===== config.mk =====
export PLATFORM = sky130hd
export DESIGN_NAME = ps2_kbd_rx
export DESIGN_NICKNAME = d
export VERILOG_FILES = /design/src/rtl/ps2_kbd_rx_pkg.sv /design/src/rtl/ps2_fifo.sv /design/src/rtl/ps2_kbd_rx.sv
export SDC_FILE = /design/constraint.sdc
export NUM_CORES = 1
export LEC_CHECK = 0
export CORE_MARGIN = 2
export CORE_UTILIZATION = 54
export DETAILED_ROUTE_END_ITERATION = 7
export GPL_TIMING_DRIVEN = 0
export PLACE_DENSITY_LB_ADDON = 0.25
export SYNTH_ARGS = -nofsm -noshare
export SYNTH_HDL_FRONTEND = slang
export SYNTH_SLANG_ARGS = --single-unit

===== constraint.sdc =====
create_clock -name clk -period 2.55 [get_ports clk]
set_input_delay 0.51 -clock clk [delete_from_list [all_inputs] [get_ports clk]]
set_output_delay 0.51 -clock clk [all_outputs]
set_load 0.02 [all_outputs]

===== src/rtl/ps2_kbd_rx_pkg.sv =====
// Shared PS/2 constants, the odd-parity check and the scan codes used around the keyboard path.
package ps2_kbd_rx_pkg;

  localparam int PS2_FRAME_BITS = 11;
  localparam logic PS2_START = 1'b0;
  localparam logic PS2_STOP  = 1'b1;

  localparam logic [7:0] SC_KEY_A    = 8'h1C;
  localparam logic [7:0] SC_BREAK    = 8'hF0;
  localparam logic [7:0] SC_EXTENDED = 8'hE0;

  // True when the eight data bits plus the parity bit hold an odd number of ones.
  function automatic logic odd_parity_ok(input logic [7:0] d, input logic par);
    return ^{d, par};
  endfunction

endpackage


===== src/rtl/ps2_fifo.sv =====
// Small synchronous FIFO for scan codes; full/empty come from the occupancy count only.
module ps2_fifo #(
  parameter int DEPTH = 8,
  parameter int WIDTH = 8
) (
  input  logic                     clk,
  input  logic                     rst,
  input  logic                     wr_en,
  input  logic [WIDTH-1:0]         wr_data,
  input  logic                     rd_en,
  output logic [WIDTH-1:0]         rd_data,
  output logic [$clog2(DEPTH):0]   count,
  output logic                     full,
  output logic                     empty
);

  localparam int PTR_W = $clog2(DEPTH);
  localparam int CNT_W = PTR_W + 1;

  logic [WIDTH-1:0] mem [DEPTH];
  logic [PTR_W-1:0] wr_ptr;
  logic [PTR_W-1:0] rd_ptr;
  logic             do_rd;
  logic             do_wr;

  assign empty = (count == '0);
  assign full  = (count == CNT_W'(DEPTH));

  // A pop while full frees the slot the simultaneous push needs, so the push is allowed then.
  assign do_rd = rd_en && !empty;
  assign do_wr = wr_en && (!full || do_rd);

  // Head entry is shown directly; zero while empty so the output is clean after reset.
  assign rd_data = empty ? '0 : mem[rd_ptr];

  // Storage array, written on every accepted push.
  always_ff @(posedge clk) begin
    if (do_wr) mem[wr_ptr] <= wr_data;
  end

  // Pointers wrap naturally at the power-of-two depth; count tracks occupancy.
  always_ff @(posedge clk) begin
    if (rst) begin
      wr_ptr <= '0;
      rd_ptr <= '0;
      count  <= '0;
    end else begin
      if (do_wr) wr_ptr <= wr_ptr + 1'b1;
      if (do_rd) rd_ptr <= rd_ptr + 1'b1;
      if (do_wr && !do_rd)      count <= count + 1'b1;
      else if (do_rd && !do_wr) count <= count - 1'b1;
    end
  end

endmodule


===== src/rtl/ps2_kbd_rx.sv =====
// PS/2 keyboard receiver: synchronises the pads, deframes 11-bit frames and queues good scan codes.
module ps2_kbd_rx #(
  parameter int FIFO_DEPTH     = 8,
  parameter int TIMEOUT_CYCLES = 50000
) (
  input  logic                          clk,
  input  logic                          rst,
  input  logic                          ps2_clk,
  input  logic                          ps2_data,
  input  logic                          rd_en,
  output logic [7:0]                    data,
  output logic                          valid,
  output logic [$clog2(FIFO_DEPTH):0]   count,
  output logic                          overflow,
  output logic                          frame_err
);
  import ps2_kbd_rx_pkg::*;

  localparam int TMO_W = $clog2(TIMEOUT_CYCLES + 1);

  logic       clk_s1, clk_s2, clk_hist;
  logic       data_s1, data_s2;
  logic       fall;
  logic [3:0] bit_cnt;
  logic [9:0] shift;
  logic [TMO_W-1:0] idle_cnt;
  logic       timeout_hit;
  logic       last_bit;
  logic       frame_good;
  logic       push;
  logic [7:0] push_data;
  logic       fifo_full;
  logic       fifo_empty;

  // Two-flop synchronisers plus a history flop; they reset to the idle-high bus level.
  always_ff @(posedge clk) begin
    if (rst) begin
      clk_s1   <= 1'b1;
      clk_s2   <= 1'b1;
      clk_hist <= 1'b1;
      data_s1  <= 1'b1;
      data_s2  <= 1'b1;
    end else begin
      clk_s1   <= ps2_clk;
      clk_s2   <= clk_s1;
      clk_hist <= clk_s2;
      data_s1  <= ps2_data;
      data_s2  <= data_s1;
    end
  end

  assign fall        = clk_hist && !clk_s2;
  assign last_bit    = (bit_cnt == 4'(PS2_FRAME_BITS - 1));
  assign timeout_hit = (bit_cnt != '0) && !fall && (idle_cnt == TMO_W'(TIMEOUT_CYCLES));

  // shift holds start, d0..d7, parity (LSB = start); the stop bit is taken live on the last edge.
  assign frame_good = (shift[0] == PS2_START) && (data_s2 == PS2_STOP) &&
                      odd_parity_ok(shift[8:1], shift[9]);

  // Deframer: shift bits in LSB first, judge the frame on the 11th edge and stage the push.
  always_ff @(posedge clk) begin
    if (rst) begin
      bit_cnt   <= '0;
      shift     <= '0;
      push      <= 1'b0;
      push_data <= '0;
      frame_err <= 1'b0;
    end else begin
      push      <= 1'b0;
      frame_err <= 1'b0;
      if (fall) begin
        if (last_bit) begin
          bit_cnt   <= '0;
          push      <= frame_good;
          push_data <= shift[8:1];
          frame_err <= !frame_good;
        end else begin
          bit_cnt <= bit_cnt + 1'b1;
          shift   <= {data_s2, shift[9:1]};
        end
      end else if (timeout_hit) begin
        bit_cnt   <= '0;
        shift     <= '0;
        frame_err <= 1'b1;
      end
    end
  end

  // Idle counter only runs inside a frame; any edge or an idle bus keeps it at zero.
  always_ff @(posedge clk) begin
    if (rst) begin
      idle_cnt <= '0;
    end else if (fall || bit_cnt == '0 || timeout_hit) begin
      idle_cnt <= '0;
    end else begin
      idle_cnt <= idle_cnt + 1'b1;
    end
  end

  // Sticky overflow: a good byte arrived while full and nothing was popped to make room.
  always_ff @(posedge clk) begin
    if (rst) begin
      overflow <= 1'b0;
    end else if (push && fifo_full && !rd_en) begin
      overflow <= 1'b1;
    end
  end

  ps2_fifo #(
    .DEPTH (FIFO_DEPTH),
    .WIDTH (8)
  ) u_fifo (
    .clk     (clk),
    .rst     (rst),
    .wr_en   (push),
    .wr_data (push_data),
    .rd_en   (rd_en),
    .rd_data (data),
    .count   (count),
    .full    (fifo_full),
    .empty   (fifo_empty)
  );

  assign valid = !fifo_empty;

endmodule


==> flow_summary_export.csv <==
group,metric,value,unit
die,die_h,101,microns
worst_setup_path,startpoint_type,"flop",
yosys,ys_seq_elements,123,
sta,setup_slack,91.4,ps
sta,rsz0062_at_grt,"no",
power,netSwitchingPower,1.33,mW
yosys,seq_area_frac_synth,61.2,%
die,ioPinCount,20,
global_routing,grt_max_degree,17,
clocking,clockBufferDepth,2,
worst_setup_path,end_kind,"primary output",
worst_setup_path,crit_buf_inv,2,
global_routing,use_met2,33.6,%
hold_path,min_from,"clk_s1$_SDFF_PP1_",
yosys,async_flop_share,0,%
hold_path,hp-class,"reg2reg",
clocking,clock_latency,500,ps
sta,fin_crit_sh,96.4,%
global_routing,grt_pass1_wl,15200,microns
die,rows,35,
yosys,synth_top_flop_cell,"edfxtp_1",
global_routing,grt_use_met3,5.41,%
sta,slew_headroom,34.4,%
worst_setup_path,cp.required,2040,ps
finish,layout-drive-gt1-share,21.9,%
worst_setup_path,reg2reg_depth,10,
global_routing,grt_pass1_vias,3085,
power,irDropWorstVdd,0.452,mV
worst_setup_path,cp_slowest_cell,"mux4_2",
yosys,synth.avg_cell_area,13.1,sq um
yosys,syn_inst,386,
clocking,cts-root-buf,"clkbuf_8",
worst_setup_path,rrSetupSlack,170,ps
worst_setup_path,timing.rr.end,"u_fifo.count[3]$_SDFFE_PP0P_",
detailed_routing,drt-total-wl,9200,microns
die,die_x,101,microns
outcome,status,"complete, no violations",
worst_setup_path,critPathMaxStageDelay,510,ps
die,start_util,55.2,%
finish,multi_input_area,0.00192,sq mm
detailed_routing,dr.pass1.iters,4,
sta,finalSetupViolations,0,
clocking,ctsHoldBuffers,0,
sta,finalMaxSlewViolations,0,
sta,hold_violations,0,
power,cellLeakagePower,2.12,nW
hold_path,hold_depth,1,
sta,worst_slew_pin_slew,980,ps
detailed_routing,routedWlPerCell,16.7,microns
yosys,synth_edf_count,64,
clocking,numCtsBuffers,17,
global_routing,grt_use_total,19.9,%
clocking,clk_pin_slew,60,ps
sta,skew,5.95,ps
global_routing,grt.overflow.total,0,
clocking,clock-sinks,123,
hold_path,hold-path-endpoint,"clk_s2$_SDFF_PP1_",
power,p_int,4.24,mW
placement,place_ws,-520,ps
placement,gp_congestion,0.762,
finish,fillers,667,
worst_setup_path,crit_family,"multiplexers",
power,seq_power_share,39.1,%
power,combinationalPowerShare,14.7,%
finish,syn_to_final_growth,20.8,%
global_routing,grt_antenna_before_repair,0,
detailed_routing,via_count,3037,
global_routing,top_usage_layer,"met2",
global_routing,use_met1,25.2,%
clocking,cts.htree.levels,4,
yosys,synth_fp_nets,402,
die,core,0.00920,sq mm
power,switching_share,23.9,%
yosys,synth_area,0.00507,sq mm
power,p_clk_share,46.2,%
flow_run,drv_cap,0,
sta,fmaxAchievable,0.407,GHz
yosys,ys_warn_count,0,
sta,fin_tns_setup,0,ps
worst_setup_path,crit_path_max_fanout,6,
clocking,cts_tree,"built",
power,finalPower,5.57,mW
detailed_routing,ant_nets,0,
finish,ff_latch_area,0.00311,sq mm
worst_setup_path,r2r-start,"u_fifo.count[0]$_SDFFE_PP0P_",
detailed_routing,drtIter0Drc,171,
finish,antenna_cells,0,
power,powerDensity,909,mW/mm^2
worst_setup_path,arrival,1950,ps
placement,dp_hpwl,6040,microns
placement,port_buffers,19,
finish,nets,442,
yosys,synth_cell_types,42,
sta,period_minus_slack,2460,ps
die,dieArea,0.0102,sq mm
worst_setup_path,worstPathCellList,"buf_8, mux4_2, mux2i_1, nor2_1, buf_4",
detailed_routing,avgViaCountPerCell,5.52,
worst_setup_path,worstSetupPathType,"reg2out",
detailed_routing,post-route-drc-count,0,
==> synthesized netlist by cell type, drive strengths merged, types with 10 or more instances <==
library cell	instances	area share [%]
ha	10	2.5
inv	10	0.74
nand2	21	1.6
mux4	16	7.1
a2bb2oi	10	3.0
xor2	14	2.4
xnor2	13	2.2
nand3	12	1.2
dfxtp	59	23
nor2	66	4.9
edfxtp	64	38
mux2i	18	3.6
==> placed cells by master (no fill, tap or decap), drive strengths merged, types with 2 or more instances in the layout <==
master	count
nor2	66
edfxtp	64
dfxtp	59
clkbuf	25
nand2	21
buf	19
mux2i	18
mux4	16
xor2	14
xnor2	13
inv	13
nand3	12
clkdlybuf4s50	11
a2bb2oi	10
ha	10
a21oi	7
nor3	7
nand2b	6
or2	6
bufinv	5
clkinv	5
o21ai	3
nand4	3
and3	3
nor4	2
nor2b	2
a21o	2
nand4bb	2
or3	2
a31oi	2
==> sequential cells by signal (all words and copies together) (netlist names), 3 cells and up, named ones only <==
name	count
u_fifo.mem	64
idle_cnt	16
shift	10
push_data	8
bit_cnt	4
u_fifo.count	4
u_fifo.rd_ptr	3
u_fifo.wr_ptr	3
==> logic make-up after synthesis <==
group	Yosys count	share of synthesized area [%]
AOI/OAI and AO/OA	27	5.01
xor gates and xnor gates	28	5.11
adders and majority gates	11	2.86
buffers and inverters	25	2.02
DFF	123	61.2
muxes	34	10.7
and+or+nand+nor	138	13.2
==> worst register-to-register path: cells and delay by family (launching register included) <==
kind	cells	cell delay, ps
AO/OA/AOI/OAI	4	730
flip-flops	1	530
adder cells (fa/ha/maj)	2	470
AND/OR/NAND/NOR	2	420
XOR/XNOR	1	80
buffers and inverters	1	70
==> area by class of cell <==
class	instances	share of cell area (%)
Tap cell	111	2.27
Inverter	10	0.613
Multi-Input combinational cell	238	31.3
Buffer	12	0.899
Clock inverter	13	3.47
Timing Repair Buffer	24	3.62
Clock buffer	19	7.05
Sequential cell	123	50.8
==> repair_timing <==
action	in CTS	in global routing
setup buffers	5	0
cloned	1	0
pin swaps	2	3
gates resized for setup	47	11
endpoints found under the setup margin	11	7
==> worst max-delay path by stage <==
stage                                       from                            to  cells past startpoint
detailed placement                         rd_en  u_fifo.count[3]$_SDFFE_PP0P_                     11
global placement                           rd_en    u_fifo.mem[1][2]$_DFFE_PP_                      5
global route        u_fifo.count[0]$_SDFFE_PP0P_  u_fifo.count[3]$_SDFFE_PP0P_                     10
CTS                                         flop                       data[5]                      7
floorplan           u_fifo.count[3]$_SDFFE_PP0P_  u_fifo.count[3]$_SDFFE_PP0P_                     11
finish                                      flop                       data[0]                      5
==> through the flow <==
stage               util (%)  hold slack, ps  area [sq um]  std cells
floorplan                  -             389          5090        386
CTS                     66.8             412          6150        553
global route            66.6             443          6130        550
finish                  66.6             410          6130        550
detailed placement      59.0             399          5430        516
global placement        58.9             393          5420        516
==> layer usage <==
layer	wire length (microns)	vias to the layer above
li1	-	1474
met5	0	-
met3	206	4
met4	42	0
met1	4290	1520
met2	4660	39
==> power by group through the flow <==
stage                     Clock [mW]  Sequential, mW  Combinational, mW
after global placement             0            2.19              0.783
after detailed placement           0            2.20              0.809
after global routing            2.70            2.18              0.889
after CTS                       2.60            2.16              0.869
after floorplan                    0            2.21              0.506
final                           2.57            2.18              0.820
No activity file was read; power rests on OpenSTA's default activity.
